### src/rtl/ram_arb_pkg.sv
// Shared types and constants for the port-B RAM arbiter and its read-return pipeline.
package ram_arb_pkg;

    localparam int unsigned STARVE_W = 4;
    localparam logic [STARVE_W-1:0] STARVE_MAX = '1;

    typedef enum logic [1:0] {
        OWN_NONE = 2'd0,
        OWN_DMA  = 2'd1,
        OWN_PRAM = 2'd2
    } owner_e;

endpackage

### src/rtl/ram_arb_rd_pipe.sv
// Owner-tag delay line matching the RAM read latency; the exiting tag steers read data.
module ram_arb_rd_pipe
    import ram_arb_pkg::*;
#(
    parameter int unsigned RD_LAT = 1
) (
    input  logic   clk_i,
    input  logic   rst_i,
    input  owner_e tag_i,
    output owner_e tag_o
);

    owner_e tag_q [RD_LAT];

    always_ff @(posedge clk_i) begin
        if (rst_i) begin
            for (int i = 0; i < int'(RD_LAT); i++) begin
                tag_q[i] <= OWN_NONE;
            end
        end else begin
            tag_q[0] <= tag_i;
            for (int i = 1; i < int'(RD_LAT); i++) begin
                tag_q[i] <= tag_q[i-1];
            end
        end
    end

    assign tag_o = tag_q[RD_LAT-1];

endmodule

### src/rtl/ram_port_b_arbiter.sv
// Port-B request/grant arbiter between DMA and the parallel-process requester:
// fixed DMA priority, bounded by a starvation counter and an exclusive DMA lock.
module ram_port_b_arbiter
    import ram_arb_pkg::*;
#(
    parameter int unsigned ADDR_W       = 16,
    parameter int unsigned DATA_W       = 32,
    parameter int unsigned RD_LAT       = 1,
    parameter int unsigned STARVE_LIMIT = 4
) (
    input  logic                physical_clock,
    input  logic                reset,
    input  logic                dma_req,
    input  logic                dma_we,
    input  logic                dma_lock,
    input  logic [ADDR_W-1:0]   dma_addr,
    input  logic [DATA_W-1:0]   dma_wdata,
    output logic                dma_gnt,
    output logic                dma_rvalid,
    output logic [DATA_W-1:0]   dma_rdata,
    input  logic                pram_req,
    input  logic                pram_we,
    input  logic [ADDR_W-1:0]   pram_addr,
    input  logic [DATA_W-1:0]   pram_wdata,
    output logic                pram_gnt,
    output logic                pram_rvalid,
    output logic [DATA_W-1:0]   pram_rdata,
    output logic                ram_we,
    output logic [ADDR_W-1:0]   ram_addr,
    output logic [DATA_W-1:0]   ram_wdata,
    input  logic [DATA_W-1:0]   ram_rdata,
    output logic [STARVE_W-1:0] starve_cnt
);

    localparam logic [STARVE_W-1:0] LIMIT = STARVE_W'(STARVE_LIMIT);

    logic [STARVE_W-1:0] starve_q;
    logic [STARVE_W-1:0] starve_d;
    owner_e              win;
    owner_e              tag_push;
    owner_e              tag_exit;

    // Winner selection; lock excludes pram even when DMA is idle.
    always_comb begin
        win = OWN_NONE;
        if (reset) begin
            win = OWN_NONE;
        end else if (dma_lock) begin
            if (dma_req) win = OWN_DMA;
        end else if (pram_req && (starve_q >= LIMIT)) begin
            win = OWN_PRAM;
        end else if (dma_req) begin
            win = OWN_DMA;
        end else if (pram_req) begin
            win = OWN_PRAM;
        end
    end

    assign dma_gnt  = (win == OWN_DMA);
    assign pram_gnt = (win == OWN_PRAM);

    // Port-B command mux and the owner tag for reads.
    always_comb begin
        ram_we    = 1'b0;
        ram_addr  = '0;
        ram_wdata = '0;
        tag_push  = OWN_NONE;
        case (win)
            OWN_DMA: begin
                ram_we    = dma_we;
                ram_addr  = dma_addr;
                ram_wdata = dma_wdata;
                if (!dma_we) tag_push = OWN_DMA;
            end
            OWN_PRAM: begin
                ram_we    = pram_we;
                ram_addr  = pram_addr;
                ram_wdata = pram_wdata;
                if (!pram_we) tag_push = OWN_PRAM;
            end
            default: ;
        endcase
    end

    always_comb begin
        starve_d = '0;
        if (pram_req && !pram_gnt) begin
            starve_d = (starve_q == STARVE_MAX) ? starve_q : starve_q + STARVE_W'(1);
        end
    end

    always_ff @(posedge physical_clock) begin
        if (reset) starve_q <= '0;
        else       starve_q <= starve_d;
    end

    assign starve_cnt = starve_q;

    ram_arb_rd_pipe #(
        .RD_LAT (RD_LAT)
    ) u_rd_pipe (
        .clk_i (physical_clock),
        .rst_i (reset),
        .tag_i (tag_push),
        .tag_o (tag_exit)
    );

    // Read return; masked during reset so a flushed read never surfaces.
    assign dma_rvalid  = !reset && (tag_exit == OWN_DMA);
    assign pram_rvalid = !reset && (tag_exit == OWN_PRAM);
    assign dma_rdata   = dma_rvalid  ? ram_rdata : '0;
    assign pram_rdata  = pram_rvalid ? ram_rdata : '0;

endmodule

### config.mk
export PLATFORM = sky130hd
export DESIGN_NAME = ram_port_b_arbiter
export DESIGN_NICKNAME = d
export VERILOG_FILES = /design/src/rtl/ram_arb_pkg.sv /design/src/rtl/ram_arb_rd_pipe.sv /design/src/rtl/ram_port_b_arbiter.sv
export SDC_FILE = /design/constraint.sdc
export NUM_CORES = 1
export LEC_CHECK = 0
export ABC_CLOCK_PERIOD_IN_PS = 5000
export CAP_MARGIN = 30
export CORE_AREA = 2 2 99 101
export CTS_CLUSTER_SIZE = 20
export DETAILED_ROUTE_END_ITERATION = 10
export DIE_AREA = 0 0 101 103
export GPL_TIMING_DRIVEN = 0
export PLACE_DENSITY = 0.62
export SLEW_MARGIN = 20
export SYNTH_ARGS = -nofsm -noshare
export SYNTH_HDL_FRONTEND = slang
export SYNTH_SLANG_ARGS = --single-unit
### constraint.sdc
create_clock -name physical_clock -period 5 [get_ports physical_clock]
set_input_delay 1.5 -clock physical_clock [delete_from_list [all_inputs] [get_ports physical_clock]]
set_output_delay 1.5 -clock physical_clock [all_outputs]
set_load 0.005 [all_outputs]
== Yosys cells after proc, flatten, opt, wreduce, memory -nomap -nowiden ==
Memory sizes are Yosys's and may differ from the RTL's.
Cells that the tools add are included.

* Input port bits: 135
* Memories kept: 1
* RAM bits: 2
* Register bits: 4
* Output and inout bits: 121
* Word-level logic and storage cells: 37

{| class="wikitable"
|+ Memories
! memory !! words !! bits a word !! rd ports !! clocked after memory_dff !! write ports !! RTL line !! text
|-
| u_rd_pipe.tag_q || 1 || 2 || 1 || 0 || 1 || ram_arb_rd_pipe.sv:13 || <nowiki>owner_e tag_q [RD_LAT];</nowiki>
|}

* Reductions and logical operators: 8
* Bitwise logic cells: 1
* Mux-type cells: 19
* Equality and inequality tests: 5
* Order comparisons: 1
* Add/subtract/negate cells: 1

{| class="wikitable"
|+ Operator list
! operator !! count
|-
| 32-bit 2-to-1 mux || 2
|-
| 32-bit one-hot mux with 2 select lines || 1
|-
| 16-bit one-hot mux with 2 select lines || 1
|-
| 2-bit 2-to-1 mux || 7
|-
| 1-bit 2-to-1 mux || 6
|-
| 4-bit by 1-bit adder with 4-bit output, second input constant || 1
|-
| 2-bit by 1-bit == test with 1-bit output, second input constant || 2
|-
| 2-bit == test, second input constant || 2
|-
| 4-bit == test, second input constant || 1
|-
| 4-bit by 3-bit >= comparator with 1-bit output, second input constant || 1
|-
| 1-bit logical AND || 4
|-
| 2-bit one-hot mux with 2 select lines || 1
|-
| 2-bit OR reduction || 2
|-
| 1-bit zero test || 2
|-
| 1-bit one-hot mux with 2 select lines || 1
|-
| 1-bit NOT || 1
|}

== Logic depth before layout (Yosys ltp) ==
Gate-level depths: netlist of the first run.

* Depth in word-level cells: 10
* Depth in mapped cells: 9
* Depth with buffers taken out: 7

== Cells and area by module ==
A second synthesis of the first run with hierarchy kept.

* Cells, all modules: 176
* Area, all modules: 1348.8 µm²

{| class="wikitable"
|+ Modules (own cells, without submodules)
! module !! seq. area each (µm²) !! area each (µm²) !! times used !! cells each
|-
| ram_port_b_arbiter || 80.1 || 1296.2 || 1 || 172
|-
| ram_arb_rd_pipe || 40.0 || 52.6 || 1 || 4
|}

== Worst setup path after synthesis of the first run ==
OpenSTA, ideal clock, no wires.

* Kind: input -> output
* Start: input port reset
* End: output port ram_addr[0]
* Path buffers: 4
* Required time: 3500 ps
* Path slack: 196 ps
* Stages on the path: 9
* Data arrival time: 3304 ps
* Cell sequence: buf_2 > nor3b_2 > buf_2 > inv_1 > ha_1 > inv_1 > clkbuf_1 > clkbuf_1 > a32o_1

* Longest elaborated chain between the ends: 3
* Elaborated cells between the ends (all ways): 4
* Classes of those cells: eq/ne: 2; mux: 2

{| class="wikitable"
|+ Ends and longest elaborated chain
! element !! RTL line !! text
|-
| start, declared || ram_port_b_arbiter.sv:12 || <nowiki>input logic reset,</nowiki>
|-
| 2-bit 2-to-1 mux (*) || ram_port_b_arbiter.sv:46 || <nowiki>if (reset) begin</nowiki>
|-
| 2-bit == test / 2-bit by 1-bit == test with 1-bit output (equally long branches) || ram_port_b_arbiter.sv:68 || <nowiki>case (win)</nowiki>
|-
| 16-bit one-hot mux with 2 select lines (*) || ram_port_b_arbiter.sv:68 ||
|-
| end, declared || ram_port_b_arbiter.sv:29 || <nowiki>output logic [ADDR_W-1:0] ram_addr,</nowiki>
|}

Mark *: on every way between the ends. The rest lies on a longest branch, timed or not.

== Worst setup path in the final report of the first run ==
* Start: input port dma_lock
* End: output port ram_wdata[1]

* Longest elaborated chain between the ends: 4
* Elaborated cells between the ends (all ways): 5
* Classes of those cells: eq/ne: 2; mux: 3

{| class="wikitable"
|+ Ends and longest elaborated chain
! element !! RTL line !! text
|-
| start, declared || ram_port_b_arbiter.sv:15 || <nowiki>input logic dma_lock,</nowiki>
|-
| 2-bit 2-to-1 mux (*) || ram_port_b_arbiter.sv:48 || <nowiki>end else if (dma_lock) begin</nowiki>
|-
| 2-bit 2-to-1 mux (*) || ram_port_b_arbiter.sv:46 ||
|-
| 2-bit == test / 2-bit by 1-bit == test with 1-bit output (equally long branches) || ram_port_b_arbiter.sv:68 ||
|-
| 32-bit one-hot mux with 2 select lines (*) || ram_port_b_arbiter.sv:68 ||
|-
| end, declared || ram_port_b_arbiter.sv:30 || <nowiki>output logic [DATA_W-1:0] ram_wdata,</nowiki>
|}

Marks and branches as above.

==> impl_metrics.json, run 1 <==
{
  "cts_buffers": 3,
  "cap_violations": 0,
  "die_h_um": 103,
  "finalSetupViolCount": 0,
  "clockRootBuffer": "clkbuf_8",
  "synth_xor_area_share_pct": 0.651,
  "ys_types": 25,
  "hp-start": "starve_cnt[1]",
  "cts_buffer_depth": 2,
  "max_slew.worst_pin.slew_ns": 0.373,
  "synth-warning-count": 0,
  "drtAntennaViolNets": 0,
  "final-max-slew-violation-count": 0,
  "synthesis.nets": 313,
  "grt_first_pass_wirelength_um": 12100,
  "rrSetupSlack_ns": 3.23,
  "first_global_vias": 2286,
  "fin_area_um2": 4230,
  "crit_fanout": 5,
  "p_total_mw": 0.322,
  "grt_overflow": 0,
  "r2r_start": "starve_cnt[3]",
  "regToRegEndpoint": "u_rd_pipe.tag_q[0][0]",
  "powerDensity_nw_per_um2": 76.2,
  "first_pass_iters": 4,
  "netlist_top_cells_area": "a32o_1, and2_1, dfxtp_1",
  "crit_path_start_kind": "primary input",
  "drive_gt1_share_pct": 13.7,
  "cts-htree-levels": 1,
  "holdCritPathClass": "reg2reg",
  "worstRegToRegCells": 7,
  "drtIter0Drc": 50,
  "syn_inst": 175,
  "netlist_area_um2": 1350,
  "fin_worst_skew_ns": 0.000690,
  "dr_total_vias": 2473,
  "path_common_cell": "buf_6",
  "synth_fa_ha_area_share_pct": 2.79,
  "routed_wl_um": 8790,
  "ys_seq_area_share_pct": 8.93,
  "cts_sinks": 6,
  "port_buffers": 254,
  "synth_compound_area_share_pct": 36.9,
  "cp_data_arrival_time_ns": 3.44,
  "whs_endpoint": "starve_cnt[1]",
  "core_area_um2": 9460,
  "ys_top_cells_by_count": "and2_1, a32o_1, clkbuf_1, nor2_1, dfxtp_1",
  "synth_top_family_by_area": "simple AND/OR/NAND/NOR gates",
  "synth-seq-cells": 6,
  "io_pins": 256,
  "clock_latency_ns": 0.22,
  "diodes": 0,
  "status": "completed",
  "peakVddDrop_mv": 0.130,
  "gr-usage-all-layers_pct": 14.5,
  "endpoint_kind": "primary output",
  "crit_type": "in2out",
  "path_clk_slew_ns": 0.04,
  "post-route-min-period_ns": 4.94,
  "grt_max_degree": 11,
  "path_cells": "dlygate4sd2_1 > nor2b_4 > nor3b_4 > buf_6 > inv_1 > ha_4 > nor2b_4 > buf_6 > buf_6 > buf_6 > a32o_1 > clkdlybuf4s15_1",
  "syn_area_per_cell_um2": 7.69,
  "cts_tree": "done",
  "dpl_cell_area_um2": 4030,
  "hold_buffers": 0,
  "synth.most_common_cell": "and2_1",
  "cp_slowest_cell": "ha_4",
  "synth.area.mux_share_pct": 0.744,
  "finalCritPeriodShare_pct": 98.8,
  "synthToLayoutAreaGrowth_pct": 214,
  "final_net_count": 585,
  "finalHoldViolCount": 0,
  "drc": 0,
  "relSlewSlack_pct": 75.2,
  "clock.fmax_mhz": 202,
  "synth_edf_count": 0,
  "dieArea_um2": 10400,
  "power.leakage_nw": 1.70,
  "die_w_um": 101,
  "yosys.area_share.simple_pct": 42.0,
  "num_rows": 36,
  "cp.required_ns": 3.50,
  "grt_setup_unrepaired": "no",
  "place.gp.congestion": 0.764,
  "antenna_found_initial": 0,
  "dp_hpwl_um": 7260,
  "synth-async-reset-ratio_pct": 0,
  "via_per_inst": 4.42,
  "initial_core_util_pct": 14.2,
  "min_path_cells": 2,
  "synth.top_cell.area_share_pct": 35.0,
  "cpPeakStageDelay_ns": 0.29,
  "synth_top_area_cell": "a32o_1",
  "wl_per_cell_um": 15.7,
  "ys.flop_type": "dfxtp_1"
}
[flip-flops by register name (all words and copies together), names as in the netlist]
signal           flops
u_rd_pipe.tag_q      2
starve_cnt           4
[cell families (layout without fill, tap and decap cells)]
| kind of cell | Yosys count | after routing |
|---|---|---|
| flops | 6 | 6 |
| fa+ha+maj | 3 | 3 |
| simple gates | 89 | 89 |
| compound gates | 51 | 51 |
| mux | 1 | 1 |
| buf+inv | 24 | 294 |
| xor+xnor | 1 | 1 |
[worst max-delay path: cells and delay by family]
family,cells,cell delay (ns)
and+or+nand+nor,3,0.42
adders and majority gates,1,0.29
buffers and inverters,7,1.03
AOI/OAI and AO/OA,1,0.19
[how the worst max path moves through the flow]
stage	startpoint	end	slack, ns	cells past startpoint
5_1_grt	dma_lock	ram_wdata[1]	0.006	12
3_3_place_gp	pram_req	ram_wdata[21]	-1.37	11
3_5_place_dp	pram_req	ram_wdata[7]	-1.34	11
2_1_floorplan	reset	ram_addr[0]	0.20	9
4_1_cts	dma_req	ram_wdata[11]	-0.002	12
6_report	dma_lock	ram_wdata[1]	0.06	12
[metal layers]
| metal | up-vias | GRT usage (%) | wire length [µm] |
|---|---|---|---|
| li1 | 1217 | - | - |
| met4 | 0 | 1.04 | 61 |
| met2 | 111 | 26.4 | 4620 |
| met3 | 6 | 4.00 | 684 |
| met5 | - | 0 | 0 |
| met1 | 1139 | 17.7 | 3420 |
[report_power, final]
part	leakage (nW)	internal [mW]	total, mW	switching, mW
Combinational	1.63	0.140	0.197	0.0578
Clock	0.0216	0.0519	0.0744	0.0225
Sequential	0.0487	0.0491	0.0504	0.00128
Total	1.70	0.241	0.322	0.0815
[per-stage QoR]
stage,setup WS (ns),hold slack (ns),TNS [ns],util (%),cells
final,0.0613,0.582,0,44.7,559
after global routing,0.00616,0.624,0,44.7,559
after CTS,-0.00197,0.577,-0.00228,45.5,559
after detailed placement,-1.34,0.569,-56.54,42.6,543
after global placement,-1.37,0.553,-56.93,42.6,543
after floorplan,0.196,0.545,0,-,175
[cell usage in the layout (no fill, tap or decap), types with 5 or more instances in the layout]
master           count
and2_1              64
clkdlybuf4s50_1    204
dfxtp_1              6
nor2_1               7
a32o_1              46
clkbuf_2            17
clkbuf_1             6
dlygate4sd2_1       17
buf_4               10
clkbuf_8            11
clkdlybuf4s15_1     14
buf_2                5
buf_6                6
[layout make-up]
class | instances | area [µm²]
multi-input cells | 145 | 1160
well taps | 114 | 143
flip-flops and latches | 6 | 120
inverters | 2 | 7.51
plain buffers | 22 | 213
repair buffers | 267 | 2540
clock buffers | 3 | 41.3
fillers | 938 | 5230
[what timing repair did]
| item | in CTS | in global routing |
|---|---|---|
| setup endpoints to repair | 50 | 41 |
| hold endpoints to repair | 0 | 0 |
| resized for setup | 126 | 26 |
| pin swaps | 2 | 2 |
| setup buffers | 10 | 0 |
| cloned | 3 | 0 |
No activity file was read; power rests on OpenSTA's default activity.
==> run 2: changes to the inputs <==
--- a/config.mk
+++ b/config.mk
@@ -7,12 +7,13 @@
 export LEC_CHECK = 0
 export ABC_CLOCK_PERIOD_IN_PS = 5000
 export CAP_MARGIN = 30
-export CORE_AREA = 2 2 99 101
+export CORE_AREA = 2 2 100 102
 export CTS_CLUSTER_SIZE = 20
 export DETAILED_ROUTE_END_ITERATION = 10
-export DIE_AREA = 0 0 101 103
+export DIE_AREA = 0 0 102 104
+export DONT_BUFFER_PORTS = 1
 export GPL_TIMING_DRIVEN = 0
-export PLACE_DENSITY = 0.62
+export PLACE_DENSITY = 0.3
 export SLEW_MARGIN = 20
 export SYNTH_ARGS = -nofsm -noshare
 export SYNTH_HDL_FRONTEND = slang
==> run 2 against run 1 <==
Wire length shrank 33%. Non-clock buffer count is 265 lower. Largest cell class is now multi-input gates. Clock skew rose by 0.00060 ns. Largest power group is now clock. Via count decreased by 36%. Critical path type unchanged.
==> impl_metrics.json, run 2 (same netlist as run 1, synthesis figures left out) <==
{
  "peakVddDrop_mv": 0.138,
  "first_pass_iters": 4,
  "clock_latency_ns": 0.22,
  "dpl_cell_area_um2": 1510,
  "final_common_cell": "and2_1",
  "via_per_inst": 5.02,
  "place_ws_ns": -0.373,
  "clockRootBuffer": "clkbuf_8",
  "path_cells": "nor2b_1 > nor3b_4 > buf_6 > inv_1 > ha_2 > inv_1 > clkbuf_2 > clkbuf_2 > a32o_1",
  "dieArea_um2": 10600,
  "grt_setup_unrepaired": "no",
  "power.leakage_nw": 0.550,
  "holdCritPathClass": "reg2reg",
  "worst_slack_ns": 0.155,
  "cap_violations": 0,
  "routed_wl_um": 5870,
  "cp.required_ns": 3.50,
  "fin_worst_skew_ns": 0.00129,
  "final_core_util_pct": 16.8,
  "powerDensity_nw_per_um2": 109,
  "cts_buffers": 3,
  "busiest_layer": "met2",
  "cts_buffer_depth": 2,
  "clock.fmax_mhz": 206,
  "endpoint_kind": "primary output",
  "max_slew.worst_pin.slew_ns": 0.395,
  "final_net_count": 320,
  "io_pins": 256,
  "placed_cells": 308,
  "grt_overflow": 0,
  "finalSetupViolCount": 0,
  "finalHoldViolCount": 0,
  "mostFrequentLayoutCells": "and2_1, a32o_1, nor2_1, clkbuf_1, dfxtp_1",
  "cts-htree-levels": 1,
  "setup_tns_ns": 0,
  "cpPeakStageDelay_ns": 0.39,
  "synthToLayoutAreaGrowth_pct": 19.3,
  "final_cells": 313,
  "use_met3_pct": 1.81,
  "crit_type": "in2out",
  "path_clk_slew_ns": 0.04,
  "drc": 0,
  "core_area_um2": 9550,
  "wl_per_cell_um": 18.7,
  "die_h_um": 104,
  "hold_buffers": 0,
  "finalCritPeriodShare_pct": 96.9,
  "first_global_vias": 1341,
  "die_w_um": 102,
  "grt_max_degree": 11,
  "cts_tree": "done",
  "holdWs_ns": 0.585,
  "cp_data_arrival_time_ns": 3.35,
  "drive_gt1_share_pct": 14.4,
  "initial_core_util_pct": 14.1,
  "crit_fanout": 10,
  "antenna_found_initial": 0,
  "num_rows": 36,
  "critPathTopFamily": "buffers and inverters",
  "relSlewSlack_pct": 73.7,
  "drtIter0Drc": 91,
  "crit_buf_inv": 5,
  "cp_slowest_cell": "ha_2",
  "dp_hpwl_um": 5010,
  "place.gp.congestion": 0.760,
  "post-route-min-period_ns": 4.85,
  "crit_path_start_kind": "primary input",
  "diodes": 0,
  "grt_first_pass_wirelength_um": 7740,
  "final-max-slew-violation-count": 0,
  "port_buffers": 0,
  "use_met1_pct": 12.2,
  "p_total_mw": 0.175,
  "gr-usage-all-layers_pct": 9.14,
  "fin_area_um2": 1610,
  "dr_total_vias": 1571,
  "status": "completed",
  "largest_reg_flops": 4,
  "drtAntennaViolNets": 0,
  "use_met2_pct": 15.8,
  "cts_sinks": 6
}
-- run 2: worst paths after layout --
| kind | from | endpoint | slack [ns] | cells after the start |
|---|---|---|---|---|
| hold reg to reg | starve_cnt[1] | starve_cnt[1] | 0.58 | 2 |
| hold / removal | starve_cnt[1] | starve_cnt[1] | 0.58 | 2 |
| setup / recovery | pram_req | ram_wdata[4] | 0.15 | 9 |
| setup reg to reg | starve_cnt[2] | u_rd_pipe.tag_q[0][0] | 3.19 | 6 |
-- run 2: metal layers --
| metal | part of all wire [%] | wire, µm |
|---|---|---|
| met1 | 42 | 2460 |
| met2 | 50 | 2930 |
| met3 | 8.2 | 480 |
| met4 | 0 | 0 |
| met5 | 0 | 0 |
-- run 2: cell type report --
class	instances	area, µm²
repair buffers	2	15.0
plain buffers	22	126
well taps	133	166
inverters	2	7.51
multi-input cells	145	1130
fillers	1090	7940
flip-flops and latches	6	120
clock buffers	3	41.3
-- run 2: power breakdown --
group | internal, mW | switching, mW
Clock | 0.0518 | 0.0212
Sequential | 0.0491 | 0.00144
Combinational | 0.0207 | 0.0311
-- run 2: tightest hold or removal path, cell delays in order, from the launching register on --
cell and delay, ns:
dfxtp_1 0.35, mux2i_1 0.14, nor2_1 0.05
-- run 2: what timing repair did --
item / 4_1_cts / 5_1_grt
endpoints found under the hold margin: 0 / 0
endpoints found under the setup margin: 41 / 40
setup buffers: 0 / 2
gates resized for setup: 12 / 7
==> run 3: changes to the inputs <==
--- a/config.mk
+++ b/config.mk
@@ -13,7 +13,6 @@
 export DIE_AREA = 0 0 102 104
 export DONT_BUFFER_PORTS = 1
 export GPL_TIMING_DRIVEN = 0
-export PLACE_DENSITY = 0.3
 export SLEW_MARGIN = 20
 export SYNTH_ARGS = -nofsm -noshare
 export SYNTH_HDL_FRONTEND = slang
==> run 3 against run 2 <==
Hold slack worse by 0.0033 ns. Cell count down 0.32%. Worst setup slack better by 0.045 ns. Sequential share of layout area about the same. Critical path type unchanged. Largest cell class unchanged.
==> impl_metrics.json, run 3 (same netlist as run 1, synthesis figures left out) <==
{
  "status": "completed",
  "endpoint_kind": "primary output",
  "drtAntennaViolNets": 0,
  "cts_tree": "done",
  "crit_path_start_kind": "primary input",
  "final_core_util_pct": 16.7,
  "num_rows": 36,
  "clockRootBuffer": "clkbuf_8",
  "final_cells": 312,
  "grt_setup_unrepaired": "no",
  "cts_buffers": 3,
  "power.leakage_nw": 0.547,
  "io_pins": 256,
  "path_cells": "buf_2 > nor3b_4 > buf_4 > inv_1 > ha_1 > nor2b_1 > buf_4 > clkbuf_4 > a32o_1",
  "dp_hpwl_um": 5690,
  "dr_total_vias": 1613,
  "final-max-slew-violation-count": 0,
  "r2r_start": "starve_cnt[2]",
  "first_pass_iters": 5,
  "dieArea_um2": 10600,
  "placed_cells": 308,
  "mostFrequentLayoutCells": "and2_1, a32o_1, nor2_1, clkbuf_1",
  "cts-htree-levels": 1,
  "worstRegToRegCells": 6,
  "setup_tns_ns": 0,
  "via_per_inst": 5.17,
  "first_global_vias": 1446,
  "grt_max_degree": 11,
  "post-route-min-period_ns": 4.80,
  "peakVddDrop_mv": 0.158,
  "cap_violations": 0,
  "fillers": 1090,
  "max_slew.worst_pin.slew_ns": 0.473,
  "grt_overflow": 0,
  "cts_buffer_depth": 2,
  "clock_latency_ns": 0.22,
  "path_clk_slew_ns": 0.04,
  "relSlewSlack_pct": 68.5,
  "initial_core_util_pct": 14.1,
  "p_total_mw": 0.176,
  "fin_area_um2": 1600,
  "port_buffers": 0,
  "routed_wl_um": 6440,
  "antenna_found_initial": 0,
  "cts_sinks": 6,
  "drtIter0Drc": 133,
  "fin_worst_skew_ns": 0.00414,
  "worst_slack_ns": 0.200,
  "holdWs_ns": 0.582,
  "finalHoldViolCount": 0,
  "place_ws_ns": -0.425,
  "place.gp.congestion": 0.838,
  "drc": 0,
  "drive_gt1_share_pct": 13.4,
  "cp_slowest_cell": "ha_1",
  "powerDensity_nw_per_um2": 110,
  "final_common_cell": "and2_1",
  "core_area_um2": 9550,
  "hp-start": "starve_cnt[1]",
  "cp.required_ns": 3.50,
  "synthToLayoutAreaGrowth_pct": 18.9,
  "die_w_um": 102,
  "largest_reg_flops": 4,
  "die_h_um": 104,
  "holdCritPathClass": "reg2reg",
  "cp_data_arrival_time_ns": 3.30,
  "gr-usage-all-layers_pct": 10.3,
  "dpl_cell_area_um2": 1510,
  "rrSetupSlack_ns": 3.19,
  "regToRegEndpoint": "u_rd_pipe.tag_q[0][0]",
  "final_net_count": 319,
  "grt_first_pass_wirelength_um": 8510,
  "min_path_cells": 2,
  "clock.fmax_mhz": 208,
  "crit_type": "in2out",
  "crit_fanout": 10,
  "whs_endpoint": "starve_cnt[1]",
  "diodes": 0,
  "finalSetupViolCount": 0,
  "wl_per_cell_um": 20.6,
  "finalCritPeriodShare_pct": 96.0,
  "cpPeakStageDelay_ns": 0.37,
  "path_common_cell": "buf_4"
}
## run 3: changes by cell type in the layout (fill, tap and decap cells not counted), sizes merged
cell  change
buf       -1
## run 3: worst max-delay path by stage
| stage | start | to | slack (ns) | cells after the start |
|---|---|---|---|---|
| after global routing | reset | ram_addr[7] | 0.04 | 9 |
| after CTS | pram_req | ram_addr[9] | 0.01 | 9 |
| after detailed placement | pram_req | ram_addr[9] | -0.42 | 9 |
| after floorplan | reset | ram_addr[0] | 0.20 | 9 |
| after global placement | pram_req | ram_addr[9] | -0.35 | 9 |
| final | reset | ram_addr[9] | 0.20 | 9 |
## run 3: final cells by class
class	count	area, µm²	area share [%]
Clock buffer	3	41.3	2.58
Timing Repair Buffer	1	7.51	0.469
Multi-Input combinational cell	145	1130	70.4
Sequential cell	6	120	7.51
Tap cell	133	166	10.4
Buffer	22	130	8.14
Inverter	2	7.51	0.469
## run 3: critical path, delay by kind of cell
| family | cells | cell delay, ns |
|---|---|---|
| adders and majority gates | 1 | 0.37 |
| AOI/OAI and AO/OA | 1 | 0.21 |
| buffers and inverters | 5 | 0.84 |
| and+or+nand+nor | 2 | 0.38 |
## run 3: metal layers
layer	routed length (µm)	up-vias	track usage, %
li1	-	684	-
met1	2620	793	14.3
met2	3190	134	17.1
met3	630	2	2.15
met4	5	0	0.286
met5	0	-	0
## run 3: report_power, final
part | leakage [nW] | internal, mW | switching [mW]
sequential | 0.0487 | 0.0491 | 0.00140
clock | 0.0216 | 0.0517 | 0.0208
combinational | 0.477 | 0.0210 | 0.0317
## run 3: timing repair
action                                  in CTS  in global routing
endpoints found under the setup margin      47                 40
buffers inserted                             0                  1
hold buffers                                 0                  0
gates resized for setup                     13                  9
